File: src/rtl/mul_pkg.sv
// Shared opcode and multiplier-mode encodings for the RV32M multiply stage.
package mul_pkg;

  localparam logic [1:0] OP_MUL    = 2'b00;
  localparam logic [1:0] OP_MULH   = 2'b01;
  localparam logic [1:0] OP_MULHSU = 2'b10;
  localparam logic [1:0] OP_MULHU  = 2'b11;

  localparam logic MODE_U = 1'b0;
  localparam logic MODE_S = 1'b1;

endpackage

File: src/rtl/mul32.sv
// Combinational 32x32 multiplier core producing the full 64-bit product.
// mode_i selects signed (both operands sign-extended) or unsigned operands.
module mul32 (
  input  logic [31:0] a_i,
  input  logic [31:0] b_i,
  input  logic        mode_i,
  output logic [31:0] lo_o,
  output logic [31:0] hi_o
);

  logic [63:0] a_ext;
  logic [63:0] b_ext;
  logic [63:0] prod;

  // Extending to 64 bits makes the truncated product exact for either mode.
  assign a_ext = {{32{mode_i & a_i[31]}}, a_i};
  assign b_ext = {{32{mode_i & b_i[31]}}, b_i};
  assign prod  = a_ext * b_ext;

  assign lo_o = prod[31:0];
  assign hi_o = prod[63:32];

endmodule

File: src/rtl/mul_issue_stage.sv
// Two-stage RV32M multiply: S1 registers operands, S2 registers the selected result word.
// Latency 2 cycles, 1 request/cycle; in_ready depends on out_ready, never on in_valid.
module mul_issue_stage
  import mul_pkg::*;
#(
  parameter int TAG_W = 5
) (
  input  logic             clk,
  input  logic             rst,
  input  logic             in_valid,
  output logic             in_ready,
  input  logic [1:0]       in_op,
  input  logic [31:0]      in_a,
  input  logic [31:0]      in_b,
  input  logic [TAG_W-1:0] in_tag,
  output logic             out_valid,
  input  logic             out_ready,
  output logic [31:0]      out_res,
  output logic [TAG_W-1:0] out_tag
);

  logic             s1_valid_q, s1_valid_d;
  logic [1:0]       s1_op_q, s1_op_d;
  logic [31:0]      s1_a_q, s1_a_d;
  logic [31:0]      s1_b_q, s1_b_d;
  logic [TAG_W-1:0] s1_tag_q, s1_tag_d;
  logic             s2_valid_q, s2_valid_d;
  logic [31:0]      s2_res_q, s2_res_d;
  logic [TAG_W-1:0] s2_tag_q, s2_tag_d;

  logic        s2_free;
  logic        s1_adv;
  logic        in_fire;
  logic        mul_mode;
  logic [31:0] mul_lo;
  logic [31:0] mul_hi;
  logic [31:0] res_sel;

  assign s2_free  = ~s2_valid_q | out_ready;
  assign s1_adv   = s1_valid_q & s2_free;
  assign in_ready = ~s1_valid_q | s1_adv;
  assign in_fire  = in_valid & in_ready;

  assign mul_mode = (s1_op_q == OP_MUL || s1_op_q == OP_MULH) ? MODE_S : MODE_U;

  mul32 u_mul32 (
    .a_i    (s1_a_q),
    .b_i    (s1_b_q),
    .mode_i (mul_mode),
    .lo_o   (mul_lo),
    .hi_o   (mul_hi)
  );

  // MULHSU runs unsigned; a negative rs1 over-counts by rs2 * 2^32, removed from the high word.
  always_comb begin
    res_sel = mul_lo;
    case (s1_op_q)
      OP_MULH, OP_MULHU: res_sel = mul_hi;
      OP_MULHSU:         res_sel = mul_hi - (s1_a_q[31] ? s1_b_q : 32'd0);
      default:           res_sel = mul_lo;
    endcase
  end

  always_comb begin
    s1_valid_d = s1_valid_q;
    s1_op_d    = s1_op_q;
    s1_a_d     = s1_a_q;
    s1_b_d     = s1_b_q;
    s1_tag_d   = s1_tag_q;
    s2_valid_d = s2_valid_q;
    s2_res_d   = s2_res_q;
    s2_tag_d   = s2_tag_q;

    if (in_fire) begin
      s1_valid_d = 1'b1;
      s1_op_d    = in_op;
      s1_a_d     = in_a;
      s1_b_d     = in_b;
      s1_tag_d   = in_tag;
    end else if (s1_adv) begin
      s1_valid_d = 1'b0;
    end

    if (s1_adv) begin
      s2_valid_d = 1'b1;
      s2_res_d   = res_sel;
      s2_tag_d   = s1_tag_q;
    end else if (out_ready) begin
      s2_valid_d = 1'b0;
    end
  end

  always_ff @(posedge clk or posedge rst) begin
    if (rst) begin
      s1_valid_q <= 1'b0;
      s1_op_q    <= OP_MUL;
      s1_a_q     <= '0;
      s1_b_q     <= '0;
      s1_tag_q   <= '0;
      s2_valid_q <= 1'b0;
      s2_res_q   <= '0;
      s2_tag_q   <= '0;
    end else begin
      s1_valid_q <= s1_valid_d;
      s1_op_q    <= s1_op_d;
      s1_a_q     <= s1_a_d;
      s1_b_q     <= s1_b_d;
      s1_tag_q   <= s1_tag_d;
      s2_valid_q <= s2_valid_d;
      s2_res_q   <= s2_res_d;
      s2_tag_q   <= s2_tag_d;
    end
  end

  assign out_valid = s2_valid_q;
  assign out_res   = s2_res_q;
  assign out_tag   = s2_tag_q;

endmodule

File: config.mk
export PLATFORM = sky130hd
export DESIGN_NAME = mul_issue_stage
export DESIGN_NICKNAME = d
export VERILOG_FILES = /design/src/rtl/mul_pkg.sv /design/src/rtl/mul32.sv /design/src/rtl/mul_issue_stage.sv
export SDC_FILE = /design/constraint.sdc
export NUM_CORES = 2
export LEC_CHECK = 0
export CORE_MARGIN = 2
export CORE_UTILIZATION = 60
export CTS_CLUSTER_SIZE = 20
export DETAILED_ROUTE_END_ITERATION = 10
export HOLD_SLACK_MARGIN = 0.03
export PLACE_DENSITY = 0.77
export RECOVER_POWER = 100
export SLEW_MARGIN = 0
export SYNTH_ARGS = -nofsm -noshare
export SYNTH_HDL_FRONTEND = slang
export SYNTH_SLANG_ARGS = --single-unit
File: constraint.sdc
create_clock -name clk -period 10.88 [get_ports clk]
set_clock_uncertainty 0.1 [all_clocks]
set_input_delay 1.632 -clock clk [delete_from_list [all_inputs] [get_ports clk]]
set_output_delay 1.632 -clock clk [all_outputs]
set_load 0.005 [all_outputs]
Word level (Yosys, flattened, before mapping):

Cells that the tools add are included.

* register bits after elaboration: 110
* input port bits: 75
* output and inout port bits: 39
* logic and storage cells: 33

* $add $sub $neg: 1
* $mul: 1
* equal/unequal tests: 3
* multiplexer cells: 7
* bitwise operators: 8
* reductions and logical operators: 5

Operators by type and width (number)
* multiplier 33 x 33 -> 64 bit: 1
* case mux 32 bit (2 select lines): 1
* 2-to-1 mux 32 bit: 1
* subtractor 32 bit: 1
* 2-to-1 mux 1 bit: 5
* bitwise AND 1 bit: 4
* equality test 2 bit (second input constant): 2
* nonzero test 2 bit: 2
* equality test 2 x 1 -> 1 bit (second input constant): 1
* logical NOT 2 bit: 1
* inverter 1 bit: 2
* OR 1 bit: 2
* OR reduction 2 bit: 1
* logical OR 1 bit: 1

Depth between registers and ports, before layout:

* word-level depth: 7
* gate-level depth with buffers: 43
* gate-level depth less buffers: 40

Hierarchy:

Synthesis repeated with hierarchy kept, for this count alone.

* cell total of the unflattened synthesis: 4793
* area total of the unflattened synthesis: 44214.9 um2

By module, submodules not included
* mul32: instances 1, cells an instance 4141, area an instance 37739.9 um2, seq. area each 0.0 um2
* mul_issue_stage: instances 1, cells an instance 652, area an instance 6475.0 um2, seq. area each 2752.6 um2

Least setup slack after synthesis:

Ideal clock, no wire load.

* path kind: register to register
* from: reg s1_op_q[1]
* to: reg s2_res_q[30] (netlist: out_res[30])
* library setup time: 0.064 ns
* data arrival time: 10.024 ns
* required time: 10.716 ns
* setup slack: 0.691 ns
* stages on the path, launching flop included: 41
* buffers on the path: 5
* period minus slack after synthesis: 10.189 ns
* cell sequence: dfrtp_1 -> clkbuf_1 -> clkbuf_1 -> clkbuf_1 -> clkbuf_1 -> nor2_1 -> fa_1 -> inv_1 -> fa_1 -> inv_1 -> fa_1 -> fa_1 -> inv_1 -> fa_1 -> inv_1 -> fa_1 -> inv_1 -> fa_1 -> [... 5 more ...] -> a2111oi_0 -> a211oi_1 -> a31oi_2 -> o21ai_1 -> a21boi_0 -> o21ai_1 -> xnor2_1 -> ha_1 -> a21oi_1 -> o21ai_1 -> o31ai_1 -> or2_1 -> a21oi_2 -> o41ai_4 -> a21oi_1 -> or4b_1 -> a31oi_1 -> or3_1

* cells in the longest elaborated chain, start to end: 7
* elaborated cells between the ends (all ways): 12
* classes of those cells: add/sub: 1; mul: 1; eq/ne: 3; mux: 2; bitwise: 2; reduce/logical: 3

RTL lines
* start, declared: RTL line mul_issue_stage.sv:23 `logic [1:0] s1_op_q, s1_op_d;`
* start signal, assigned: RTL line mul_issue_stage.sv:105 `s1_op_q <= s1_op_d;`
* equality test 2 x 1 -> 1 bit or logical NOT 2 bit (tied branches): RTL line mul_issue_stage.sv:44, mul_issue_stage.sv:57
* logical OR 1 bit: RTL line mul_issue_stage.sv:44 `assign mul_mode = (s1_op_q == OP_MUL || s1_op_q == OP_MULH) ? MODE_S : MODE_U;`
* 2-to-1 mux 1 bit: RTL line mul_issue_stage.sv:44
* bitwise AND 1 bit, on equally long branches: RTL line mul32.sv:16, mul32.sv:17
* multiplier 33 x 33 -> 64 bit: RTL line mul32.sv:18 `assign prod = a_ext * b_ext;`
* subtractor 32 bit: RTL line mul_issue_stage.sv:59 `OP_MULHSU: res_sel = mul_hi - (s1_a_q[31] ? s1_b_q : 32'd0);`
* case mux 32 bit (2 select lines) (*): RTL line mul_issue_stage.sv:57 `case (s1_op_q)`
* end signal, assigned: RTL line mul_issue_stage.sv:110 `s2_res_q <= s2_res_d;`
* end, declared: RTL line mul_issue_stage.sv:28 `logic [31:0] s2_res_q, s2_res_d;`

Mark *: on every way between the ends. The rest lies on a longest branch, timed or not.
A chain may end at the register's enable or synchronous reset.

Worst setup path after layout:

* from: reg s1_b_q[1]
* to: reg s2_res_q[30] (netlist: out_res[30])

* cells in the longest elaborated chain, start to end: 3
* elaborated cells between the ends (all ways): 4
* classes of those cells: add/sub: 1; mul: 1; mux: 2

RTL lines
* start, declared: RTL line mul_issue_stage.sv:25 `logic [31:0] s1_b_q, s1_b_d;`
* start signal, assigned: RTL line mul_issue_stage.sv:98 `s1_b_q <= '0;`
* start signal, assigned: RTL line mul_issue_stage.sv:107 `s1_b_q <= s1_b_d;`
* multiplier 33 x 33 -> 64 bit or 2-to-1 mux 32 bit (tied branches): RTL line mul32.sv:18, mul_issue_stage.sv:59
* subtractor 32 bit: RTL line mul_issue_stage.sv:59
* case mux 32 bit (2 select lines) (*): RTL line mul_issue_stage.sv:57

Marks and branches as above.

==> run metrics <==
most frequent cell after synthesis=fa_1; Async SR Flop Fraction=between 90% and 100%; CP Class=reg2reg; number of enable flip-flop cells after synthesis=0; startpoint type of the worst setup path=flop; Rows=between 90 and 100; routed vias/inst=5.70; Synth area leader=fa_1; Clock Path Buffers=2; worst-margin pin slew=roughly 4 ns; crit-path max cell delay=a little over 0.6 ns; Fmax=about 95 MHz; TNS Setup=0 ns; netlist area before placement=around 44000 um2; TritonRoute pass-1 iters=8; initial antenna violation count=2; die area=75200 um2; placed instance count=about 5700; hold path startpoint=s1_tag_q[4]; multi-input logic area=~36000 um2; PortBufs=about 110; Syn Area/Cell=a little over 9 um2; die height=about 270 um; critical path endpoint category=flop; number of global-route vias before repair=35800; DR WL/cell=~21 um; fraction of layout cells with a size suffix above 1=approximately 6.4%; CTS buffer count=9; # fillers=~6000; Reg2Reg Depth=36; CP max-delay cell=dfrtp_4; synth cell count leaders=fa_1 (1126), inv_1 (1083), nand2_1 (844); failing checks=capacitance limit, slew limit; GRT Util Overall=between 30% and 40%; post-synth cell types=slightly above 90; nets@finish=6162; Worst Hold Endpoint=out_tag[4]; count of final hold-check violations=0; Reg-to-Reg Start=s1_b_q[1]; Ant. Diodes=0; run status=complete, but fails checks; dpl hpwl=100000 um; Clock Pin Slew Worst Setup and Hold Paths=roughly 0.11 ns; Worst EP required=about 11 ns; TritonCTS clock tree=done; Cells after Synth=about 4700; Routed WL=between 100000 and 150000 um; register area=2790 um2; Yosys warning count=0; FF-to-FF setup slack=between 0.3 and 0.4 ns; post-route insts no fill=between 5000 and 6000; hold buffers post-CTS=0; largest net degree at the start of global routing=66; Synth top area share=between 50% and 60%; min cycle time layout=10.57 ns; via count=approximately 32000; CTS sink count=110; max_cap viols=4; Worst-Skew Late Latency=0.42 ns; Mapped Nets=6166; Final GP Congestion=0.979; Die X-Extent=~270 um; drt initial violations=2502; Ports=around 110; setup violators final=0; ys flop type=dfrtp_1; unrepaired setup endpoints after global routing=false; first-pass GRT wire length=roughly 190000 um; drc violations=0; Hold Path Class=reg2reg; sequential-to-total area share from yosys stat=~6.3%; Syn-to-layout area delta=6.28%; Antenna Nets Post-Route=0; clock root cell=clkbuf_16; worst hold path depth=2; Seq cells post-synth=110; crit path max fanout=21; WP data arrival=~11 ns; number of H-tree levels=3; area of the core=72600 um2; Congestion Overflow GR=0; Max-slew headroom=-162%; Critical Path Most Common Cell=fa_1; fin crit share=a little over nine tenths; Initial Util=roughly 60%; largest cells by area after synthesis=fa_1 (51%), inv_1 (9.3%), nand2_1 (7.2%), ha_1 (6.9%), dfrtp_1 (6.3%); FF-to-FF End=out_res[30]; Slew Limit Fails=approximately 190
[cell families (layout without fill, tap and decap cells)]
| logic type | after synthesis | count (layout) | share of synthesized area (%) |
|---|---|---|---|
| XOR/XNOR | 104 | 104 | 2.10 |
| AO/OA/AOI/OAI | 351 | 351 | 5.53 |
| multiplexers | 79 | 79 | 2.01 |
| flip-flops | 110 | 110 | 6.28 |
| buffers and inverters | 1344 | 1345 | 11.6 |
| AND/OR/NAND/NOR | 1365 | 1365 | 14.1 |
| adder cells (fa/ha/maj) | 1369 | 1369 | 58.4 |
[critical path: cells and delay by family (launching register included)]
| family | cells | cell delay [ns] |
|---|---|---|
| flops | 1 | 0.61 |
| fa+ha+maj | 10 | 4.89 |
| buf+inv | 7 | 0.56 |
| compound gates | 11 | 2.37 |
| simple gates | 7 | 1.66 |
| xor+xnor | 1 | 0.29 |
[final cells by class]
cell class / count / share of cell area [%]
tap: 959 / 2.58
clock inverter: 7 / 0.212
multi-input combinational: 3268 / 77.4
sequential: 110 / 6.00
inverter: 1083 / 8.73
clock buffer: 9 / 0.484
timing repair buffer: 246 / 4.61
[per-stage QoR]
step	cell area (um2)	utilization, %	setup WS, ns	hold slack (ns)
2_1_floorplan	43800	-	0.691	0.333
3_3_place_gp	46100	63.6	0.313	0.340
3_5_place_dp	46100	63.6	0.190	0.352
4_1_cts	46500	64.0	0.0995	0.367
5_1_grt	46600	64.1	0.0131	0.402
6_report	46600	64.1	0.312	0.373
[timing repair]
action / 4_1_cts / 5_1_grt
resized for setup: 0 / 36
setup endpoints to repair: 0 / 13
buffers inserted: 0 / 5
[cells in the final DEF (no fill, tap or decap), drive strengths merged, types with 8 or more instances in the layout]
| cell type | count |
|---|---|
| a21oi | 113 |
| o31ai | 12 |
| ha | 243 |
| nand3 | 15 |
| and2 | 298 |
| o21a | 14 |
| o21bai | 8 |
| nor3 | 10 |
| nor2 | 109 |
| clkbuf | 11 |
| dfrtp | 110 |
| xor2 | 30 |
| nand4 | 13 |
| dlygate4sd3 | 41 |
| fa | 1126 |
| mux2 | 71 |
| o21ai | 64 |
| nand2 | 844 |
| or2 | 22 |
| a211oi | 20 |
| clkdlybuf4s50 | 72 |
| a21o | 42 |
| nand2b | 13 |
| nor2b | 9 |
| and3 | 13 |
| xnor2 | 74 |
| buf | 131 |
| a31oi | 12 |
| mux2i | 8 |
| inv | 1087 |
[worst max-delay path by stage]
stage	from	end	slack, ns	depth (start not counted)
after CTS	s1_b_q[1]	out_res[29]	0.1	38
final	s1_b_q[1]	out_res[30]	0.31	36
after detailed placement	s1_b_q[1]	out_res[29]	0.19	38
after global routing	s1_b_q[1]	out_res[30]	0.01	36
after floorplan	s1_op_q[1]	out_res[30]	0.69	40
after global placement	s1_b_q[1]	out_res[29]	0.31	38
[registers in the layout, summed over array words and instances, names as in the netlist]
name	count
s1_op_q	2
s1_a_q	32
s1_b_q	32
s1_valid_q	1
out_res	32
out_tag	5
out_valid	1
s1_tag_q	5
[per-layer routing]
metal  share of wire [%]  vias up  track usage, %
met5               0.025        -               0
met4                 5.6        4            16.8
met3                 8.2      380            5.98
met2                  49     1601            55.8
met1                  37    16600            43.7
li1                    -    13800               -
Power is left out: the tool's default activity adds up to more than one toggle a clock period on the data nets, which glitch-free logic cannot reach.
